File: config.mk
export PLATFORM = sky130hd
export DESIGN_NAME = jtag_tap_driver
export DESIGN_NICKNAME = d
export VERILOG_FILES = /design/src/rtl/jtag_tap_driver.sv
export SDC_FILE = /design/constraint.sdc
export NUM_CORES = 1
export LEC_CHECK = 0
export ABC_AREA = 1
export CAP_MARGIN = 20
export CORE_ASPECT_RATIO = 0.7
export CORE_MARGIN = 2
export CORE_UTILIZATION = 55
export CTS_BUF_LIST = sky130_fd_sc_hd__clkbuf_8
export DETAILED_ROUTE_END_ITERATION = 10
export PLACE_DENSITY = 0.89
export RECOVER_POWER = 50
export SETUP_SLACK_MARGIN = 0.4
export SLEW_MARGIN = 20
export SYNTH_ARGS = -nofsm -noshare
export SYNTH_HDL_FRONTEND = slang
export SYNTH_SLANG_ARGS = --single-unit
File: constraint.sdc
create_clock -name TCK -period 4.05 [get_ports TCK]
set_clock_uncertainty 0.15 [all_clocks]
set_input_delay 0.81 -clock TCK [delete_from_list [all_inputs] [get_ports TCK]]
set_output_delay 0.81 -clock TCK [all_outputs]
set_load 0.02 [all_outputs]
File: src/rtl/jtag_tap_driver.sv
// Host-side JTAG scan driver: walks the target TAP through IR/DR scans, resets and idle runs.
// Optional IR capture-pattern check is built when JTAG_DRV_IRCHK_EN is defined.
module jtag_tap_driver #(
    parameter int unsigned IR_LEN  = 5,
    parameter int unsigned MAX_LEN = 32
) (
    input  logic                       TCK,
    input  logic                       TRST,
    input  logic                       cmd_valid,
    output logic                       cmd_ready,
    input  logic [1:0]                 cmd_type,
    input  logic [$clog2(MAX_LEN)-1:0] cmd_len,
    input  logic [MAX_LEN-1:0]         cmd_data,
    output logic                       TMS,
    output logic                       TDI,
    input  logic                       TDO,
    output logic                       rsp_valid,
    output logic [MAX_LEN-1:0]         rsp_data,
    output logic                       ir_capture_err
);
    localparam int unsigned LW = $clog2(MAX_LEN);
    localparam int unsigned CW = LW + 1;

    localparam logic [1:0] CmdIr  = 2'b00;
    localparam logic [1:0] CmdDr  = 2'b01;
    localparam logic [1:0] CmdRst = 2'b10;
    localparam logic [1:0] CmdRun = 2'b11;

    typedef enum logic [3:0] {
        StReset, StIdle, StSelDr, StSelIr, StCapture, StShift, StExit1, StUpdate, StRun
    } state_e;

    state_e             st_q;
    logic [1:0]         typ_q;
    logic               busy_q;
    logic [CW-1:0]      cnt_q;
    logic [CW-1:0]      len_q;
    logic [MAX_LEN-1:0] sh_q;
    logic [CW-1:0]      cmd_len_eff;
    logic               last_shift;
    logic               next_last;

    assign cmd_len_eff = (cmd_len == '0) ? CW'(MAX_LEN) : {1'b0, cmd_len};
    assign last_shift  = (cnt_q == len_q - CW'(1));
    assign next_last   = (cnt_q + CW'(2) == len_q);
    assign cmd_ready   = (st_q == StIdle) && !TMS;

    // TMS is always the value the target will sample on the next edge, so each
    // transition loads the TMS required to leave the state just entered.
    always_ff @(posedge TCK or negedge TRST) begin
        if (!TRST) begin
            st_q      <= StReset;
            TMS       <= 1'b1;
            TDI       <= 1'b0;
            rsp_valid <= 1'b0;
            rsp_data  <= '0;
            typ_q     <= CmdIr;
            busy_q    <= 1'b0;
            cnt_q     <= '0;
            len_q     <= '0;
            sh_q      <= '0;
        end else begin
            rsp_valid <= 1'b0;
            unique case (st_q)
                StReset: begin
                    cnt_q <= cnt_q + CW'(1);
                    TMS   <= (cnt_q < CW'(4));
                    if (cnt_q == CW'(5)) begin
                        st_q      <= StIdle;
                        cnt_q     <= '0;
                        rsp_valid <= busy_q;
                        busy_q    <= 1'b0;
                    end
                end
                StIdle: begin
                    if (TMS) begin
                        st_q <= StSelDr;
                        TMS  <= (typ_q == CmdIr);
                    end else if (cmd_valid) begin
                        typ_q    <= cmd_type;
                        busy_q   <= 1'b1;
                        sh_q     <= cmd_data;
                        rsp_data <= '0;
                        cnt_q    <= '0;
                        len_q    <= (cmd_type == CmdIr) ? CW'(IR_LEN) : cmd_len_eff;
                        case (cmd_type)
                            CmdRst: begin
                                st_q <= StReset;
                                TMS  <= 1'b1;
                            end
                            CmdRun:  st_q <= StRun;
                            CmdDr:   TMS <= 1'b1;
                            default: TMS <= 1'b1;
                        endcase
                    end
                end
                StSelDr: begin
                    st_q <= (typ_q == CmdIr) ? StSelIr : StCapture;
                    TMS  <= 1'b0;
                end
                StSelIr: begin
                    st_q <= StCapture;
                    TMS  <= 1'b0;
                end
                StCapture: begin
                    st_q  <= StShift;
                    cnt_q <= '0;
                    TMS   <= (len_q == CW'(1));
                    TDI   <= sh_q[0];
                    sh_q  <= sh_q >> 1;
                end
                StShift: begin
                    rsp_data[cnt_q[LW-1:0]] <= TDO;
                    if (last_shift) begin
                        st_q <= StExit1;
                        TMS  <= 1'b1;
                        TDI  <= 1'b0;
                    end else begin
                        cnt_q <= cnt_q + CW'(1);
                        TMS   <= next_last;
                        TDI   <= sh_q[0];
                        sh_q  <= sh_q >> 1;
                    end
                end
                StExit1: begin
                    st_q <= StUpdate;
                    TMS  <= 1'b0;
                end
                StUpdate: begin
                    st_q      <= StIdle;
                    TMS       <= 1'b0;
                    rsp_valid <= 1'b1;
                    busy_q    <= 1'b0;
                end
                StRun: begin
                    if (cnt_q == len_q - CW'(1)) begin
                        st_q      <= StIdle;
                        cnt_q     <= '0;
                        rsp_valid <= 1'b1;
                        busy_q    <= 1'b0;
                    end else begin
                        cnt_q <= cnt_q + CW'(1);
                    end
                end
                default: begin
                    st_q <= StReset;
                    TMS  <= 1'b1;
                    TDI  <= 1'b0;
                end
            endcase
        end
    end

`ifdef JTAG_DRV_IRCHK_EN
    logic ir_err_q;

    // Every 1149.1 IR captures ...01 into its two LSBs; anything else means a broken chain.
    always_ff @(posedge TCK or negedge TRST) begin
        if (!TRST) begin
            ir_err_q <= 1'b0;
        end else if (cmd_valid && cmd_ready) begin
            ir_err_q <= 1'b0;
        end else if (st_q == StUpdate && typ_q == CmdIr) begin
            ir_err_q <= (rsp_data[1:0] != 2'b01);
        end
    end

    assign ir_capture_err = ir_err_q;
`else
    assign ir_capture_err = 1'b0;
`endif

endmodule

* After elaboration in Yosys (flattened, before gate mapping)
Cells that the tools add are included.
Word-level totals: output and inout port bits 37, bits in registers 86
Operators by class: equality and inequality tests 22, bitwise logic cells 1, add/sub/neg operators 3, reduce and logical (&&, ||, !) cells 19, order comparisons 3, mux-type cells 41
Operator list (number):
- 32-bit 2-to-1 mux | 5
- 32-bit case mux with 3 select lines | 1
- 32-bit case mux with 2 select lines | 1
- 6-bit 2-to-1 mux | 7
- 4-bit case mux with 9 select lines | 1
- 32-bit bitwise mux | 1
- 6-bit case mux with 5 select lines | 1
- 4-bit 2-to-1 mux | 5
- 4-bit by 3-bit equality test with 1-bit output (second input constant) | 4
- 6-bit equality test | 2
- 1-bit 2-to-1 mux | 12
- 2-bit inequality test (second input constant) | 6
- 5-bit AND reduction | 2
- 4-bit by 2-bit equality test with 1-bit output (second input constant) | 2
- 4-bit case mux with 2 select lines | 1
- 4-bit AND reduction | 2
- 7-bit OR reduction | 1
- 6-bit by 1-bit adder with 6-bit output (second input constant) | 1
- 6-bit by 2-bit adder with 6-bit output (second input constant) | 1
- 6-bit by 1-bit equality test with 1-bit output (second input constant) | 1
- 6-bit by 3-bit equality test with 1-bit output (second input constant) | 1
- 5-bit by 6-bit less-than comparator with 1-bit output (second input constant) | 1
- 6-bit by 3-bit less-than comparator with 1-bit output (second input constant) | 1
- 1-bit case mux with 3 select lines | 2
- 23 further kinds | 27

* Longest topological paths before layout
Gate-level depths: netlist (run 1).
depth in word-level cells 6, mapped depth 14, gate-level depth less buffers 13

* Worst setup path before layout (run 1)
No wires, ideal clock.
path kind register -> output, start reg st_q[3], end out cmd_ready, cell stages (with the launch flop) 6, arrival time 1.051 ns, data required time 3.090 ns, slack 2.039 ns, path through dfrtp_1 -> nor2_1 -> nand2_1 -> inv_2 -> nand2_2 -> inv_1
On the way: longest elaborated chain between the ends 2
Ends and longest elaborated chain:
- start: declaration | RTL line 33 | state_e st_q;
- start signal: assignment | RTL line 52 | st_q <= StReset;
- start signal: assignment | RTL line 69 | st_q <= StIdle;
- start signal: assignment | RTL line 77 | st_q <= StSelDr;
- 4-bit by 1-bit equality test with 1-bit output | RTL line 46 | assign cmd_ready = (st_q == StIdle) && !TMS;
- 1-bit logical AND | RTL line 46
- end: declaration | RTL line 10 | output logic cmd_ready,
Every way passes these cells.

* Worst setup path in the final report (run 1)
Same ends and word-level chain as after synthesis.

==> results of run 1 <==
-- per-stage QoR --
stage	utilization [%]	cell area, µm²	hold WS, ns	instances
floorplan	-	5070	0.292	624
global placement	64.8	5840	0.312	800
detailed placement	64.8	5840	0.316	800
CTS	67.5	6070	0.337	816
global route	67.3	6060	0.353	816
finish	67.3	6060	0.337	816
-- worst paths after layout --
check | cells after the start | slack [ns] | to | from
setup reg to reg | 7 | 0.94 | rsp_data[13]$_DFFE_PN0P_ | st_q[2]$_DFFE_PN0P_
setup / recovery | 6 | 0.90 | cmd_ready | st_q[3]$_DFFE_PN0P_
max in group asynchronous | 1 | 1.59 | len_q[1]$_DFFE_PN0P_ | TRST
min in group asynchronous | 1 | 0.85 | rsp_data[17]$_DFFE_PN0P_ | TRST
hold reg to reg | 2 | 0.34 | sh_q[27]$_DFFE_PN0P_ | sh_q[27]$_DFFE_PN0P_
hold / removal | 2 | 0.34 | sh_q[27]$_DFFE_PN0P_ | sh_q[27]$_DFFE_PN0P_
-- per-layer routing --
metal | vias up | track usage (%)
li1 | 2164 | -
met1 | 2102 | 33.9
met2 | 216 | 41.2
met3 | 22 | 5.98
met4 | 0 | 7.36
met5 | - | 0
-- cell usage in the layout (no fill, tap or decap), types with 8 or more instances in the layout --
master	synthesis	routed
o21ai_0	17	18
inv_1	92	95
a21oi_1	38	38
dlygate4sd3_1	0	8
dfrtp_1	85	85
nand2_1	143	144
o31ai_1	12	12
mux2_2	31	31
clkdlybuf4s50_1	0	69
clkbuf_8	1	9
nor2_1	38	39
nand3_1	31	32
o22ai_1	20	20
o21ai_2	34	34
-- kinds of logic after synthesis --
group	Yosys count	share of synthesized area (%)
fa+ha+maj	7	1.73
buf+inv	124	10.8
compound gates	134	17.2
simple gates	236	20.0
other cells	1	0.0739
mux	31	6.88
xor+xnor	5	0.863
flops	86	42.4
-- layout make-up --
type,instances,share of cell area (%)
multi-input cells,414,38.9
flip-flops and latches,86,35.6
repair buffers,80,13.1
inverters,96,5.95
well taps,124,2.56
clock buffers,9,2.05
clock inverters,7,1.88
-- sequential cells by signal (all words and copies together), names as in the netlist --
register,cells
st_q,4
len_q,6
cnt_q,6
sh_q,32
rsp_valid,1
rsp_data,32
TDI,1
busy_q,1
TMS,1
typ_q,2
-- tightest hold or removal path, cell delays in order (launching register included) --
cell     delay, ns
dfrtp_1       0.35
nand2_1       0.06
o21ai_2       0.04
-- power by group --
part	total [mW]	switching [mW]	leakage [nW]	internal (mW)
clock	0.734	0.327	0.122	0.408
combinational	2.28	1.45	1.63	0.826
sequential	1.35	0.215	1.12	1.13
==> results.md, run 1 <==
### STA
• **Setup Viol. Count Final** 0
• **post-route fraction of the period consumed by the critical path** 77.9%
• **pins over their slew limit** 87
• **setup ws final** 0.895 ns
• **Relative slew margins** -42.3%
• **final worst path period need** 3.15 ns
• **Sum Neg Setup Slack** 0 ns
• **RSZ-0062 raised after global routing** false
• **slew at the pin closest to its max-slew limit** 2.13 ns
• **Max Clk Rate** 317 MHz
• **number of hold-slack violations in the final timing report** 0

### Finish
• **storage element area** 0.00215 mm²
• **Syn-to-layout area delta** 19.4%
• **fraction of layout cells with a size suffix above 1** 14.0%
• **diode insertion count for antenna repair** 0
• **number of nets in the layout** 737
• **multi-input combinational cell area** 0.00236 mm²
• **fillcell total** 730

### Yosys
• **fraction of post-synthesis cell area in the top cell type by area** 41.9%
• **number of enable-type register cells in the synthesized netlist** 0
• **most repeated cell in the gate-level netlist after synthesis** nand2_1
• **flip-flop and latch count after synthesis** 86
• **share of flip-flops with an asynchronous set or reset** 100%
• **Post-synth top flop** dfrtp_1
• **post-synthesis cell area** 0.00507 mm²
• **Synth area leader** dfrtp_1
• **mean instance size in the synthesized netlist** 8.13 µm²
• **Warnings, synthesis** 0
• **Synth Instances** 624
• **sequential share of the synthesized area** 42.4%
• **syn_nets** 674
• **commonest cells in the synthesized netlist** nand2_1 (143), inv_1 (92), dfrtp_1 (85), a21oi_1 (38), nor2_1 (38)
• **cells taking the most area after synthesis** dfrtp_1 (42%), nand2_1 (11%), mux2_2 (6.9%)
• **count of cell types in the netlist** 40

### Global routing
• **number of global-route vias before repair** 4287
• **wire length of the first global-routing pass** 20.3 mm
• **antenna violations before repair** 0
• **maximum number of pins on one net before global-route repair** 87
• **global router's overall resource usage** 25.2%
• **Remaining Overflow, GRT** 0

### CTS
• **htree depth** 3
• **Post CTS Setup Buffer Count** 0
• **number of hold buffers added after cts** 0
• **clock tree from TritonCTS** built
• **number of CTS-inserted buffers** 9
• **clock buffer depth** 2
• **clock insertion delay at the later pin of the skew report** 0.37 ns
• **# resized after CTS** 0
• **CTS Root Cell** clkbuf_8
• **number of sinks handled by clock tree synthesis** 86
• **clock transition at the registers of the reported paths** 0.08 ns

### Worst setup path
• **Setup crit start kind** flip-flop
• **crit path kind** reg -> out
• **slowest stage cell on the critical path** clkdlybuf4s50_1
• **kind of capture point of the worst setup path** primary output
• **worst path arrival time** 2.19 ns
• **largest delay contributor family on the critical path** buffers and inverters
• **crit-path max FO** 5
• **worst stage delay on the critical path** 0.59 ns
• **cells along the critical path** nor2_1 > nand2_1 > inv_1 > nand2_1 > inv_1 > clkdlybuf4s50_1
• **count of buffering cells on the critical path with inverters included** 3
• **data required time of the critical path** 3.09 ns

### Drt
• **Via density** 5.52
• **length of the first detailed-routing pass in iterations** 5
• **iteration-0 DRC count of the detailed router** 598
• **WL/cell** 15.0 µm
• **wire length on met2** 5.78 mm
• **uppermost layer routed** met4
• **detailed-route via count** 4504
• **total wire length after detailed routing** 12.3 mm
• **sum of routed wire segments on met1** 5.23 mm
• **remaining number of nets flagged by the antenna check after routing** 0
• **post-detailed-route DRC marker count** 0
• **Detail Route met3 WL** 1.11 mm

### Die
• **vertical extent of the die** 84.4 µm
• **DIE WIDTH** 119 µm
• **Core ar.** 0.00900 mm²
• **Initial Util** 56.4%
• **row count** 29
• **Die ar.** 0.0100 mm²
• **total I/O pin count** 80

### Placed design
• **detailed placement HPWL** 8.70 mm
• **Final Wtd Congestion** 1.03
• **pre-CTS setup slack** 1.05 ns
• **Port-buffer cells** 78

### Pwr
• **power per cell area** 720 mW/mm²
• **Max rail drop VDD** 0.787 mV
• **leakage power figure** 2.87 nW
• **overall power after layout** 4.36 mW

### Status
• **violated checks** max-capacitance violations, max-slew violations
• **result of the run** finished with violations

### Run
• **Maximum Capacitance Violations** 1

### Hold path
• **class of the worst hold path** reg -> reg

Note: power is estimated with default switching activity, not from simulation.
==> inputs of run 2 (changes only) <==
clock period = 3 ns   (was 4.05 ns; I/O delays follow)
==> run 2 against run 1 <==
Against the previous run: the flow now finishes without violations; combinational power grew 43%; global-route usage shrank 0.37 points; wire length grew 1.7%; sequential share of layout area shrank 0.46 points; worst setup slack lost 0.31 ns; clock-buffer cell count is the same; hold slack lost 0.040 ns; cell count grew 1.3%; flip-flop and latch count is the same; non-clock buffer count grew 11; critical path type is now reg -> reg; largest cell class unchanged.
==> results.md, run 2 (same netlist as run 1, synthesis figures left out) <==
### Drt
• **iteration-0 DRC count of the detailed router** 482
• **detailed-route via count** 4570
• **remaining number of nets flagged by the antenna check after routing** 0
• **Via density** 5.53
• **total wire length after detailed routing** 12.5 mm
• **length of the first detailed-routing pass in iterations** 7
• **WL/cell** 15.1 µm
• **post-detailed-route DRC marker count** 0

### CTS
• **number of CTS-inserted buffers** 9
• **clock tree from TritonCTS** built
• **clock transition at the registers of the reported paths** 0.09 ns
• **CTS Root Cell** clkbuf_8
• **number of hold buffers added after cts** 0
• **number of sinks handled by clock tree synthesis** 86
• **clock insertion delay at the later pin of the skew report** 0.36 ns
• **htree depth** 3
• **clock buffer depth** 2

### STA
• **Max Clk Rate** 414 MHz
• **slew at the pin closest to its max-slew limit** 1.16 ns
• **final worst hold slack** 0.297 ns
• **Setup Viol. Count Final** 0
• **RSZ-0062 raised after global routing** false
• **pins over their slew limit** 0
• **number of hold-slack violations in the final timing report** 0
• **Sum Neg Setup Slack** 0 ns
• **final worst path period need** 2.41 ns
• **post-route fraction of the period consumed by the critical path** 80.5%
• **Relative slew margins** 22.5%

### Finish
• **most common cell after layout, fill and taps aside** nand2_1
• **commonest non-fill, non-tap cells in the layout** nand2_1 (144), inv_1 (93), dfrtp_1 (84)
• **utilization after layout** 68.2%
• **biggest registers after layout** rsp_data x32, sh_q x32
• **number of nets in the layout** 749
• **fraction of layout cells with a size suffix above 1** 16.2%
• **diode insertion count for antenna repair** 0
• **non-filler cells, final** 827
• **Syn-to-layout area delta** 21.0%

### Worst setup path
• **crit path kind** reg -> reg
• **largest delay contributor family on the critical path** simple AND/OR/NAND/NOR gates
• **launching instance or port of the critical path** st_q[3]$_DFFE_PN0P_
• **kind of capture point of the worst setup path** flip-flop
• **worst stage delay on the critical path** 0.47 ns
• **worst path arrival time** 2.51 ns
• **most frequent CP cell** nand2_1
• **count of buffering cells on the critical path with inverters included** 2
• **crit-path max FO** 20
• **slowest stage cell on the critical path** dfrtp_1
• **Setup crit start kind** flip-flop
• **capture point of the worst reg-to-reg path** rsp_data[21]$_DFFE_PN0P_
• **worst reg-to-reg path cell count** 9
• **data required time of the critical path** 3.10 ns
• **r2r startpoint** st_q[3]$_DFFE_PN0P_
• **cells along the critical path** nor2_4 > nand2_1 > inv_1 > nand2_1 > nand2_1 > nand2_1 > buf_4 > a21oi_1 > o22ai_1
• **register-to-register setup slack** 0.59 ns

### Status
• **result of the run** finished, final reports clean

### Die
• **Initial Util** 56.4%
• **Die ar.** 0.0100 mm²
• **total I/O pin count** 80
• **Core ar.** 0.00900 mm²
• **row count** 29
• **DIE WIDTH** 119 µm
• **vertical extent of the die** 84.4 µm

### Global routing
• **number of global-route vias before repair** 4184
• **wire length of the first global-routing pass** 20.0 mm
• **maximum number of pins on one net before global-route repair** 48
• **Remaining Overflow, GRT** 0
• **global router's overall resource usage** 24.9%
• **antenna violations before repair** 0

### Pwr
• **Max rail drop VDD** 0.483 mV
• **power per cell area** 963 mW/mm²
• **leakage power figure** 2.91 nW

### Placed design
• **Final Wtd Congestion** 0.872
• **Port-buffer cells** 78
• **detailed placement HPWL** 8.88 mm
• **count of placed standard cells including taps** 808

### Hold path
• **class of the worst hold path** in -> async

### Run
• **Maximum Capacitance Violations** 0

## run 2: cell count changes in the layout (fill, tap and decap cells not counted), sizes merged, moves of 2 or more
cell	change
clkbuf	+3
bufinv	-2
inv	-2
clkdlybuf4s50	-2
buf	+9
clkinv	+2
## run 2: stage by stage
| stage | power, mW | worst slack (ns) | instance area [µm²] |
|---|---|---|---|
| 2_1_floorplan | 4.29 | 1.08 | 5070 |
| 3_3_place_gp | 4.83 | 0.502 | 5920 |
| 3_5_place_dp | 4.96 | 0.460 | 5920 |
| 4_1_cts | 5.80 | 0.425 | 6120 |
| 5_1_grt | 6.35 | 0.321 | 6140 |
| 6_report | 5.91 | 0.586 | 6140 |
## run 2: where the power goes
part	switching [mW]	total [mW]	leakage (nW)	internal, mW
Clock	0.441	0.827	0.0919	0.386
Sequential	0.288	1.82	1.12	1.53
Combinational	2.02	3.27	1.70	1.25
## run 2: area by class of cell
type,instances,area (µm²)
well taps,124,155
flip-flops and latches,86,2150
multi-input cells,415,2390
fillers,726,2860
repair buffers,91,880
clock inverters,6,71.3
clock buffers,9,124
inverters,96,360
## run 2: layer usage
layer	vias to the layer above	track usage, %	wire length [µm]
met4	0	8.12	195
met1	2156	35.7	5630
li1	2190	-	-
met2	198	38.1	5730
met3	26	4.96	912
met5	-	0	0
## run 2: worst register-to-register path: stages (launching register included)
cell and delay (ns):
dfrtp_1 0.47, nor2_4 0.17, nand2_1 0.14, inv_1 0.13, nand2_1 0.14, nand2_1 0.09
nand2_1 0.41, buf_4 0.37, a21oi_1 0.15, o22ai_1 0.08
## run 2: how the worst max path moves through the flow
stage,endpoint,slack (ns),cells past startpoint
2_1_floorplan,sh_q[2]$_DFFE_PN0P_,1.08,11
3_3_place_gp,cmd_ready,0.50,6
3_5_place_dp,sh_q[2]$_DFFE_PN0P_,0.46,7
4_1_cts,sh_q[3]$_DFFE_PN0P_,0.43,13
5_1_grt,st_q[0]$_DFFE_PN0P_,0.32,2
6_report,rsp_data[21]$_DFFE_PN0P_,0.59,9
## run 2: repair_timing
action,4_1_cts,5_1_grt
gates cloned,0,1
resized for setup,2,7
setup endpoints to repair,1,24
pin swaps,0,0
endpoints found under the hold margin,0,0
buffers inserted,0,3
==> edit (settings of run 2) <==
The parameter `MAX_LEN` goes from 32 to 64.
--- a/src/rtl/jtag_tap_driver.sv
+++ b/src/rtl/jtag_tap_driver.sv
@@ -3,5 +3,5 @@
 module jtag_tap_driver #(
     parameter int unsigned IR_LEN  = 5,
-    parameter int unsigned MAX_LEN = 32
+    parameter int unsigned MAX_LEN = 64
 ) (
     input  logic                       TCK,
Ports: changed (resized cmd_data, cmd_len and rsp_data); port bits go from 80 to 145. The function was not compared with the original's and may differ.
==> edit against run 2 <==
  * Core utilization rose by 0.62 points
  * Routed wire length rose by 84%
  * Worst setup slack got worse by 0.18 ns
  * Clock power rose by 100%
  * Power rose by 67%
  * Via count rose by 79%
  * Highest routed layer unchanged
  * Design area rose by 73%
  * Synthesized area rose by 71%
  * Sequential power rose by 69%
  * Global-route usage rose by 2.3 points
  * Sequential cell count rose by 66
==> edit: results <==
[cells_and_area]
nets = 1376
largest_registers = rsp_data (64), sh_q (64)
drive_gt1_share_pct = 9.962

[drt]
wl_met1_mm = 10.40
wirelength_mm = 22.94

[logic_synthesis]
avgSynthCellArea_um2 = 7.366
ys_types = 34
synth-xor-area-share_pct = 1.008
synth-adder-area-share_pct = 1.152
syn_nets = 1264
yosysSeqAreaShare_pct = 43.77

[critical_path]
reg2reg_slack_ns = 0.40
slowest_delay_ns = 0.44

[grt]
grtUsageMet3_pct = 6.518
grtUsageTotal_pct = 27.13
grtUsageMet2_pct = 39.43

[power_and_ir_drop]
p_leak_nw = 5.119
ir_drop_mv = 0.6903

[status]
status = finished clean

[sta]
period_needed_ns = 2.597
tightest_slew_ns = 1.427

[placed_design]
dp_hpwl_mm = 14.82
routabilityCongestion = 0.9451

[cts]
numCtsBuffers = 17
clkLatencyLatePin_ns = 0.46
edit: changes by cell type after synthesis, moves of 29 or more:
cell / delta
o21ai_0: +59
mux2_2: -31
o31ai_1: +51
nand2_1: +345
dfrtp_1: +66
a21oi_1: -29
edit: cell type report:
type | instances | area [um2]
clock buffers | 17 | 234.0
well taps | 200 | 250.2
inverters | 114 | 430.4
repair buffers | 165 | 1682
clock inverters | 15 | 178.9
fillers | 1226 | 4816
multi-input cells | 842 | 4055
flip-flops and latches | 152 | 3806
edit: stage by stage:
stage / utilization [%] / setup WS, ns
5_1_grt: 68.83 / 0.2185
2_1_floorplan: - / 0.9614
4_1_cts: 68.34 / 0.4542
3_5_place_dp: 65.61 / 0.5600
3_3_place_gp: 65.61 / 0.5606
6_report: 68.83 / 0.4032
edit: tightest hold or removal path, cell delays in order (launching register included):
cell,delay (ns)
dfrtp_1,0.35
nand2_1,0.05
o31ai_1,0.05
edit: power groups by stage:
stage	clock [mW]	sequential (mW)	combinational, mW
global route	1.76	3.15	5.76
finish	1.66	3.08	5.13
detailed placement	0	3.09	4.86
CTS	1.67	3.07	4.89
floorplan	0	2.99	4.05
global placement	0	3.08	4.69
edit: path summary, 6_finish.rpt:
path	from	endpoint
worst max register to register	st_q[1]$_DFFE_PN0P_	rsp_data[41]$_DFFE_PN0P_
max in group asynchronous	TRST	sh_q[33]$_DFFE_PN0P_
worst min-delay path	rsp_data[29]$_DFFE_PN0P_	rsp_data[29]$_DFFE_PN0P_
min in group asynchronous	TRST	typ_q[1]$_DFFE_PN0P_
worst min register to register	rsp_data[29]$_DFFE_PN0P_	rsp_data[29]$_DFFE_PN0P_
worst max-delay path	st_q[1]$_DFFE_PN0P_	rsp_data[41]$_DFFE_PN0P_
